**config.mk**
```make
export PLATFORM = sky130hd
export DESIGN_NAME = dfr_sample_sequencer
export DESIGN_NICKNAME = d
export VERILOG_FILES = /design/src/rtl/dfr_sample_sequencer.sv
export SDC_FILE = /design/constraint.sdc
export NUM_CORES = 1
export LEC_CHECK = 0
export ABC_CLOCK_PERIOD_IN_PS = 6100
export BUFFER_PORTS_ARGS = -buffer_cell sky130_fd_sc_hd__buf_2
export CAP_MARGIN = 40
export CORE_UTILIZATION = 55
export CTS_CLUSTER_DIAMETER = 100
export CTS_CLUSTER_SIZE = 40
export DETAILED_ROUTE_END_ITERATION = 7
export GPL_TIMING_DRIVEN = 1
export HOLD_SLACK_MARGIN = 0.1
export PLACE_DENSITY = 0.9
export SYNTH_ARGS = -nofsm -noshare
export SYNTH_HDL_FRONTEND = slang
export SYNTH_SLANG_ARGS = --single-unit
```
**constraint.sdc**
```tcl
create_clock -name clk -period 6.1 [get_ports clk]
set_input_delay 0.61 -clock clk [delete_from_list [all_inputs] [get_ports clk]]
set_output_delay 0.61 -clock clk [all_outputs]
set_load 0.005 [all_outputs]
```
**src/rtl/dfr_sample_sequencer.sv**
```systemverilog
// Streams stored input samples one at a time through the ASIC function
// interface and writes each captured result to the output buffer.
module dfr_sample_sequencer #(
  parameter int ADDR_WIDTH = 14,
  parameter int DATA_WIDTH = 16
) (
  input  logic                  clk,
  input  logic                  rst,
  input  logic                  start,
  input  logic                  abort,
  input  logic [ADDR_WIDTH:0]   num_samples,
  input  logic [15:0]           settle_cycles,
  input  logic [15:0]           timeout_cycles,
  output logic                  in_rd_en,
  output logic [ADDR_WIDTH-1:0] in_addr,
  input  logic [DATA_WIDTH-1:0] in_rd_data,
  output logic                  asic_start,
  output logic [DATA_WIDTH-1:0] asic_data,
  input  logic                  asic_valid,
  input  logic [DATA_WIDTH-1:0] asic_result,
  output logic                  out_wr_en,
  output logic [ADDR_WIDTH-1:0] out_addr,
  output logic [DATA_WIDTH-1:0] out_wr_data,
  output logic                  busy,
  output logic                  done,
  output logic                  timeout_err,
  output logic [ADDR_WIDTH:0]   samples_done
);

  typedef enum logic [2:0] {
    S_IDLE, S_FETCH, S_LATCH, S_DRIVE, S_WAIT, S_WRITE, S_SETTLE
  } state_t;

  localparam logic [ADDR_WIDTH:0] ONE = {{ADDR_WIDTH{1'b0}}, 1'b1};

  state_t                r_state, w_next;
  logic [ADDR_WIDTH:0]   r_num;
  logic [15:0]           r_settle, r_timeout, r_cnt;
  logic [ADDR_WIDTH-1:0] r_index;
  logic                  w_accept, w_abort, w_last, w_timeout_hit;

  assign w_accept      = (r_state == S_IDLE) && start && !abort;
  assign w_abort       = abort && (r_state != S_IDLE);
  assign w_last        = ({1'b0, r_index} == (r_num - ONE));
  assign w_timeout_hit = (r_timeout != '0) && ((r_cnt + 16'd1) == r_timeout);
  assign in_addr       = r_index;

  always_comb begin
    w_next = r_state;
    if (w_abort) begin
      w_next = S_IDLE;
    end else begin
      case (r_state)
        S_IDLE:   if (w_accept && (num_samples != '0)) w_next = S_FETCH;
        S_FETCH:  w_next = S_LATCH;
        S_LATCH:  w_next = S_DRIVE;
        S_DRIVE:  w_next = S_WAIT;
        S_WAIT: begin
          if (asic_valid)         w_next = S_WRITE;
          else if (w_timeout_hit) w_next = S_IDLE;
        end
        S_WRITE: begin
          if (w_last)                w_next = S_IDLE;
          else if (r_settle != '0)   w_next = S_SETTLE;
          else                       w_next = S_FETCH;
        end
        S_SETTLE: if (r_cnt == (r_settle - 16'd1)) w_next = S_FETCH;
        default:  w_next = S_IDLE;
      endcase
    end
  end

  always_ff @(posedge clk or posedge rst) begin
    if (rst) r_state <= S_IDLE;
    else     r_state <= w_next;
  end

  // Strobes and busy are registered from the next state so they line up with
  // the state they belong to while an abort suppresses them the following cycle.
  always_ff @(posedge clk or posedge rst) begin
    if (rst) begin
      in_rd_en     <= 1'b0;
      asic_start   <= 1'b0;
      out_wr_en    <= 1'b0;
      busy         <= 1'b0;
      done         <= 1'b0;
      timeout_err  <= 1'b0;
      asic_data    <= '0;
      out_addr     <= '0;
      out_wr_data  <= '0;
      samples_done <= '0;
      r_num        <= '0;
      r_settle     <= '0;
      r_timeout    <= '0;
      r_cnt        <= '0;
      r_index      <= '0;
    end else begin
      in_rd_en   <= (w_next == S_FETCH);
      asic_start <= (w_next == S_DRIVE);
      out_wr_en  <= (w_next == S_WRITE);
      busy       <= (w_next != S_IDLE);
      if (!w_abort) begin
        case (r_state)
          S_IDLE: begin
            if (w_accept) begin
              r_num        <= num_samples;
              r_settle     <= settle_cycles;
              r_timeout    <= timeout_cycles;
              done         <= (num_samples == '0);
              timeout_err  <= 1'b0;
              samples_done <= '0;
              r_index      <= '0;
            end
          end
          S_LATCH: asic_data <= in_rd_data;
          S_DRIVE: r_cnt <= '0;
          S_WAIT: begin
            if (asic_valid) begin
              out_wr_data <= asic_result;
              out_addr    <= r_index;
            end else if (w_timeout_hit) begin
              timeout_err <= 1'b1;
              done        <= 1'b1;
            end else begin
              r_cnt <= r_cnt + 16'd1;
            end
          end
          S_WRITE: begin
            samples_done <= samples_done + ONE;
            r_cnt        <= '0;
            if (w_last) done    <= 1'b1;
            else        r_index <= r_index + 1'b1;
          end
          S_SETTLE: r_cnt <= r_cnt + 16'd1;
          default: ;
        endcase
      end
    end
  end

endmodule
```
# After elaboration in Yosys (flattened, before gate mapping)
# Cells that the tools add are included.
# totals
reg_bits	147
mem_bits_ro	0
n_memories	0
latchBits	0
in_bits	84
elab_cells	89
mem_bits_rw	0
output_inout_bits	81
# classes
multipliers	0
muxes	23
n_lt_le_gt_ge	0
reduce_logical	26
n_eq_ne	18
shifts	0
add_sub_neg	5
bitwise	1
div	0
# ops
op	count
$pmux W16 S3	1
$eq A16 B16 Y1	2
$mux W16	2
$reduce_bool A16 Y1	2
$pmux W15 S2	1
$mux W14	2
$pmux W14 S2	1
$mux W3	7
$pmux W3 S7	1
$add A16 B1 Y16 const B	1
$sub A16 B1 Y16 const B	1
$add A15 B1 Y15 const B	1
$eq A14 B15 Y1	1
$logic_not A15 Y1	1
$mux W15	1
$reduce_bool A15 Y1	1
$sub A15 B1 Y15 const B	1
$add A14 B1 Y14 const B	1
$eq A3 B3 Y1 const B	4
$ne A2 B2 Y1 const B	6
$reduce_bool A3 Y1	4
$eq A3 B2 Y1 const B	3
$reduce_and A3 Y1	3
$reduce_and A4 Y1	2
other kinds (13)	23

# Longest topological paths before layout
# depth
word_depth	8
depth_mapped	14
ltp_nobuf	11

# Worst setup path after synthesis
# Ideal clock, no wire load.
# synth_path
kind	flip-flop to flip-flop
start	register r_num[0]
end	register r_index[11], in the netlist in_addr[11]
arrival_time_ns	3.185
path_stages_with_launch	14
setup_ns	0.078
setup_slack_ns	2.837
cell_sequence	dfrtp_1 > clkbuf_1 > inv_1 > ha_1 > buf_2 > or4b_1 > o41ai_1 > o311ai_1 > o211ai_1 > or4_4 > a21oi_4 > or4_4 > or3_1 > a21oi_1
# synth_via
elab_chain_len	4
# synth_rtl
item	line	source
start: declaration	37	logic [ADDR_WIDTH:0] r_num;
start signal: assignment	106	r_num <= num_samples;
$sub A15 B1 Y15	44	assign w_last = ({1'b0, r_index} == (r_num - ONE));
$eq A14 B15 Y1	44	
$ne A2 B2 Y1 (no line)	--	
$reduce_and A4 Y1 (no line)	--	
end signal: assignment	132	else r_index <= r_index + 1'b1;
end: declaration	39	logic [ADDR_WIDTH-1:0] r_index;
# No other way between the ends.
# A chain may end at the register's enable or synchronous reset.

# Worst setup path after layout
# Ends and elaborated chain as after synthesis.

==> metrics list <==
* Distinct cells, synth: 67
- In the final layout, flip-flops and latches occupy 3679 um2.
- The first global-routing pass estimated 32.55 mm of wire.
- Excluding fillers, the count of instances in the completed layout stands at 1249.
- STA classifies the critical path endpoint as a flip-flop.
* Largest area contributor in the netlist: sky130_fd_sc_hd__dfrtp_1
- In this run the tightest slew margin relative to its limit is 41.01%.
- Once detail routing completed, the nets flagged for antenna violations numbered 0.
- Routed via count: 7278
- Dividing the final minimum period by the clock period gives 59.00%.
- Total Nets Final: 1145
* Peak VDD IR: 0.0002747 V
- The final layout contains routed wiring with a total length of 20.10 mm.
* Cell total after placement: 1217
- Setup repair after global routing left no endpoint under its margin.
- Clock latency on the worst-skew pair, taken at its later pin, is 0.43 ns.
- Once the clock tree was built, the resizer swapped 0 gates to a different size.
* Largest stage delay, worst path: 0.58 ns
* Total area of multi-input combinational cells: 4030 um2
- A synthesized cell averages 8.686 um2.
* Synth-to-Final Area Change: 18.83%
* Fin. max-slew vios: 0
- Clock tree synthesis found a total of 147 sinks.
- Syn Std Cell Area: 7974 um2
- 165 I/O pins were placed.
- In this run the standard cell core region covers 13990 um2.
- At the pin with the least slew margin, the transition time is 0.8838 ns.
* Fill cell total of the finished layout: 1065
- Root buffer cell: sky130_fd_sc_hd__clkbuf_16
* Number of buffers added by the clock tree synthesis step: 17
- Setup violations remaining at the end of the flow were counted as 0.
- Net count after synthesis: 1007
- In the post-synthesis netlist, the biggest area contributors are sky130_fd_sc_hd__dfrtp_1 46%, sky130_fd_sc_hd__nand2_1 12%, sky130_fd_sc_hd__xnor2_1 4.2%.
- The floorplan has 43 rows.
- Most Frequent Cell on Critical Path: sky130_fd_sc_hd__or4_4
- For this block, the initial DRC count from the detailed router was 723.
- The most used flip-flop cell after synthesis is sky130_fd_sc_hd__dfrtp_1.
- Summing internal, switching and leakage power gives 4.337 mW.
- Hold-fix buffers, CTS: 0
* Result of the run: finished clean
- Count of final hold-check violations: 0
- Commonest non-fill, non-tap cell in the layout: sky130_fd_sc_hd__nand2_1
- In this run the worst hold path is classified as input pin to asynchronous set/reset pin.
- At the worst endpoint, the arrival time is 3.94 ns.
- Sequence of cells on the critical path: inv_1 > ha_1 > or4b_1 > o41ai_1 > o311ai_1 > o211ai_1 > or4_4 > a21oi_4 > or4_4 > or3_1 > a21oi_1
* Clock period minus worst slack: 3.599 ns
- Detailed placement ended at an HPWL of 14.25 mm.
- TritonCTS built the clock tree.
* Initial antenna violation count: 0
- The die is 122.4 um wide.
* Register-to-Register Setup Slack: 2.50 ns
- In this run the power density over the cells is 457.7 nW/um2.
- Cells with a size suffix above 1 make up 22.73% of the layout.
- Of the synthesized area, sequential elements account for 46.13%.
* Number of vias per cell after detailed routing: 5.827
- Global routing usage summed across all routing layers: 27.94%
* Required arrival time at the worst endpoint: 6.45 ns
* Aggregate global routing overflow: 0
* Number of max-cap violations: 0
* Peak fanout along the critical path: 15
- Share of the core filled with cells in the final layout: 67.74%
* Synthesis-stage register bit count: 147
* Vias in the first global route: 6784
- Critical Path Slowest Stage Cell: sky130_fd_sc_hd__or4_4
- Async S/R FF share, synth: 100.0%
- Height of the die: 122.4 um
- For this configuration, the core starts out at a cell density of 57.00%.
- Clock transition at path regs: 0.06 ns
- The H-tree generated during clock tree synthesis spans 4 levels.
* Ant. Diodes: 0
- In the synthesized netlist, the number of instances is 918.
* Final GP Congestion: 0.9491
- Final sum of negative setup slack: 0 ns
- Count of flip-flops with a built-in enable after synthesis: 0
* Number of detailed-route iterations in the first pass: 6
* Worst clock skew on the final layout: 0.007206 ns
- Terminus of the critical flop-to-flop path: in_addr[11]
- Number of buffer cells added on primary ports: 164
* Count of warnings emitted by yosys: 0
* Worst hold margin: 0.3181 ns
- Most frequent cells in the layout: 255 x sky130_fd_sc_hd__nand2_1, 164 x sky130_fd_sc_hd__buf_2, 147 x sky130_fd_sc_hd__dfrtp_1
- Final routed wire length divided by cell count: 16.10 um
- Reg-to-reg critical path startpoint: r_num[0]
* Worst setup path category: flip-flop to flip-flop
- Largest buffer count on any clock path: 2
* Startpoint types: flip-flop
- Post-detailed-route DRC marker count: 0
- Of the post-synthesis cell area, the dominant cell type holds 46.13%.
* Static leakage: 4.584 nW
- Area of the die: 14980 um2
- Entering global routing, the biggest net connects 89 pins.
- Derived from the worst setup path, the maximum achievable clock frequency is 277.9 MHz.
- Number of buffers added for setup after CTS: 0
* Number of cell instances on the worst register-to-register path: 11
==> synth_stat cells (all sizes together) (12+ instances only) <==
| library cell | number |
|---|---|
| xnor2 | 38 |
| nand3 | 24 |
| clkbuf | 41 |
| o21ai | 49 |
| nand2 | 255 |
| a21oi | 27 |
| mux2 | 17 |
| inv | 15 |
| and3 | 14 |
| nor4 | 24 |
| nor2 | 60 |
| nor3 | 23 |
| buf | 12 |
| xor2 | 31 |
| o31ai | 15 |
| dfrtp | 147 |
==> layer usage <==
metal / wire length (um) / up-vias / part of all wire [%] / global-route usage, %
met5: 0 / - / 0 / 0
met4: 499 / 0 / 2.5 / 11.81
met3: 1609 / 49 / 8.0 / 6.227
met2: 9237 / 351 / 46 / 43.96
met1: 8758 / 3442 / 44 / 37.21
li1: - / 3436 / - / -
==> kinds of logic after synthesis <==
family	count (synthesis)	share of synthesized area (%)
AO/OA/AOI/OAI	135	10.89
XOR/XNOR	70	7.861
adder cells (fa/ha/maj)	5	0.7846
buffers and inverters	68	3.499
flip-flops	147	46.13
multiplexers	22	3.028
AND/OR/NAND/NOR	471	27.80
==> sequential cells by signal (all words and copies together) (netlist names) <==
signal        count
samples_done     15
done              1
asic_data        16
in_addr          14
r_cnt            16
busy              1
in_rd_en          1
r_settle         16
out_addr         14
asic_start        1
out_wr_en         1
timeout_err       1
out_wr_data      16
r_timeout        16
r_state           3
r_num            15
==> worst max-delay path: cells and delay by family, from the launching register on <==
family	cells	cell delay, ns
fa+ha+maj	1	0.36
buf+inv	1	0.11
flops	1	0.46
compound gates	5	0.91
simple gates	4	1.67
==> report_power, final <==
| group | total, mW | switching, mW | internal (mW) |
|---|---|---|---|
| Sequential | 1.73 | 0.434 | 1.30 |
| Clock | 1.05 | 0.429 | 0.619 |
| Combinational | 1.56 | 0.850 | 0.708 |
| Total | 4.34 | 1.71 | 2.62 |
==> metrics by stage <==
stage | area, um2 | setup WS (ns)
floorplan | 7974 | 1.539
global placement | 8853 | 2.656
detailed placement | 8884 | 2.518
CTS | 9475 | 2.521
global route | 9475 | 2.284
finish | 9475 | 2.501
==> worst max-delay path by stage <==
stage	startpoint	endpoint	slack [ns]	cells past startpoint
global route	r_num[0]	in_addr[11]	2.28	11
CTS	r_num[0]	in_addr[11]	2.52	11
detailed placement	r_num[0]	in_addr[11]	2.52	11
floorplan	rst	asic_data[0]	1.54	1
finish	r_num[0]	in_addr[11]	2.50	11
global placement	r_num[0]	in_addr[11]	2.66	11
==> area by class of cell <==
cell class | count | share of cell area, %
Sequential cell | 147 | 38.82
Timing Repair Buffer | 172 | 9.375
Clock buffer | 19 | 4.675
Inverter | 15 | 0.6470
Multi-Input combinational cell | 703 | 42.53
Tap cell | 180 | 2.377
Clock inverter | 13 | 1.571
No activity file was read; power rests on OpenSTA's default activity.
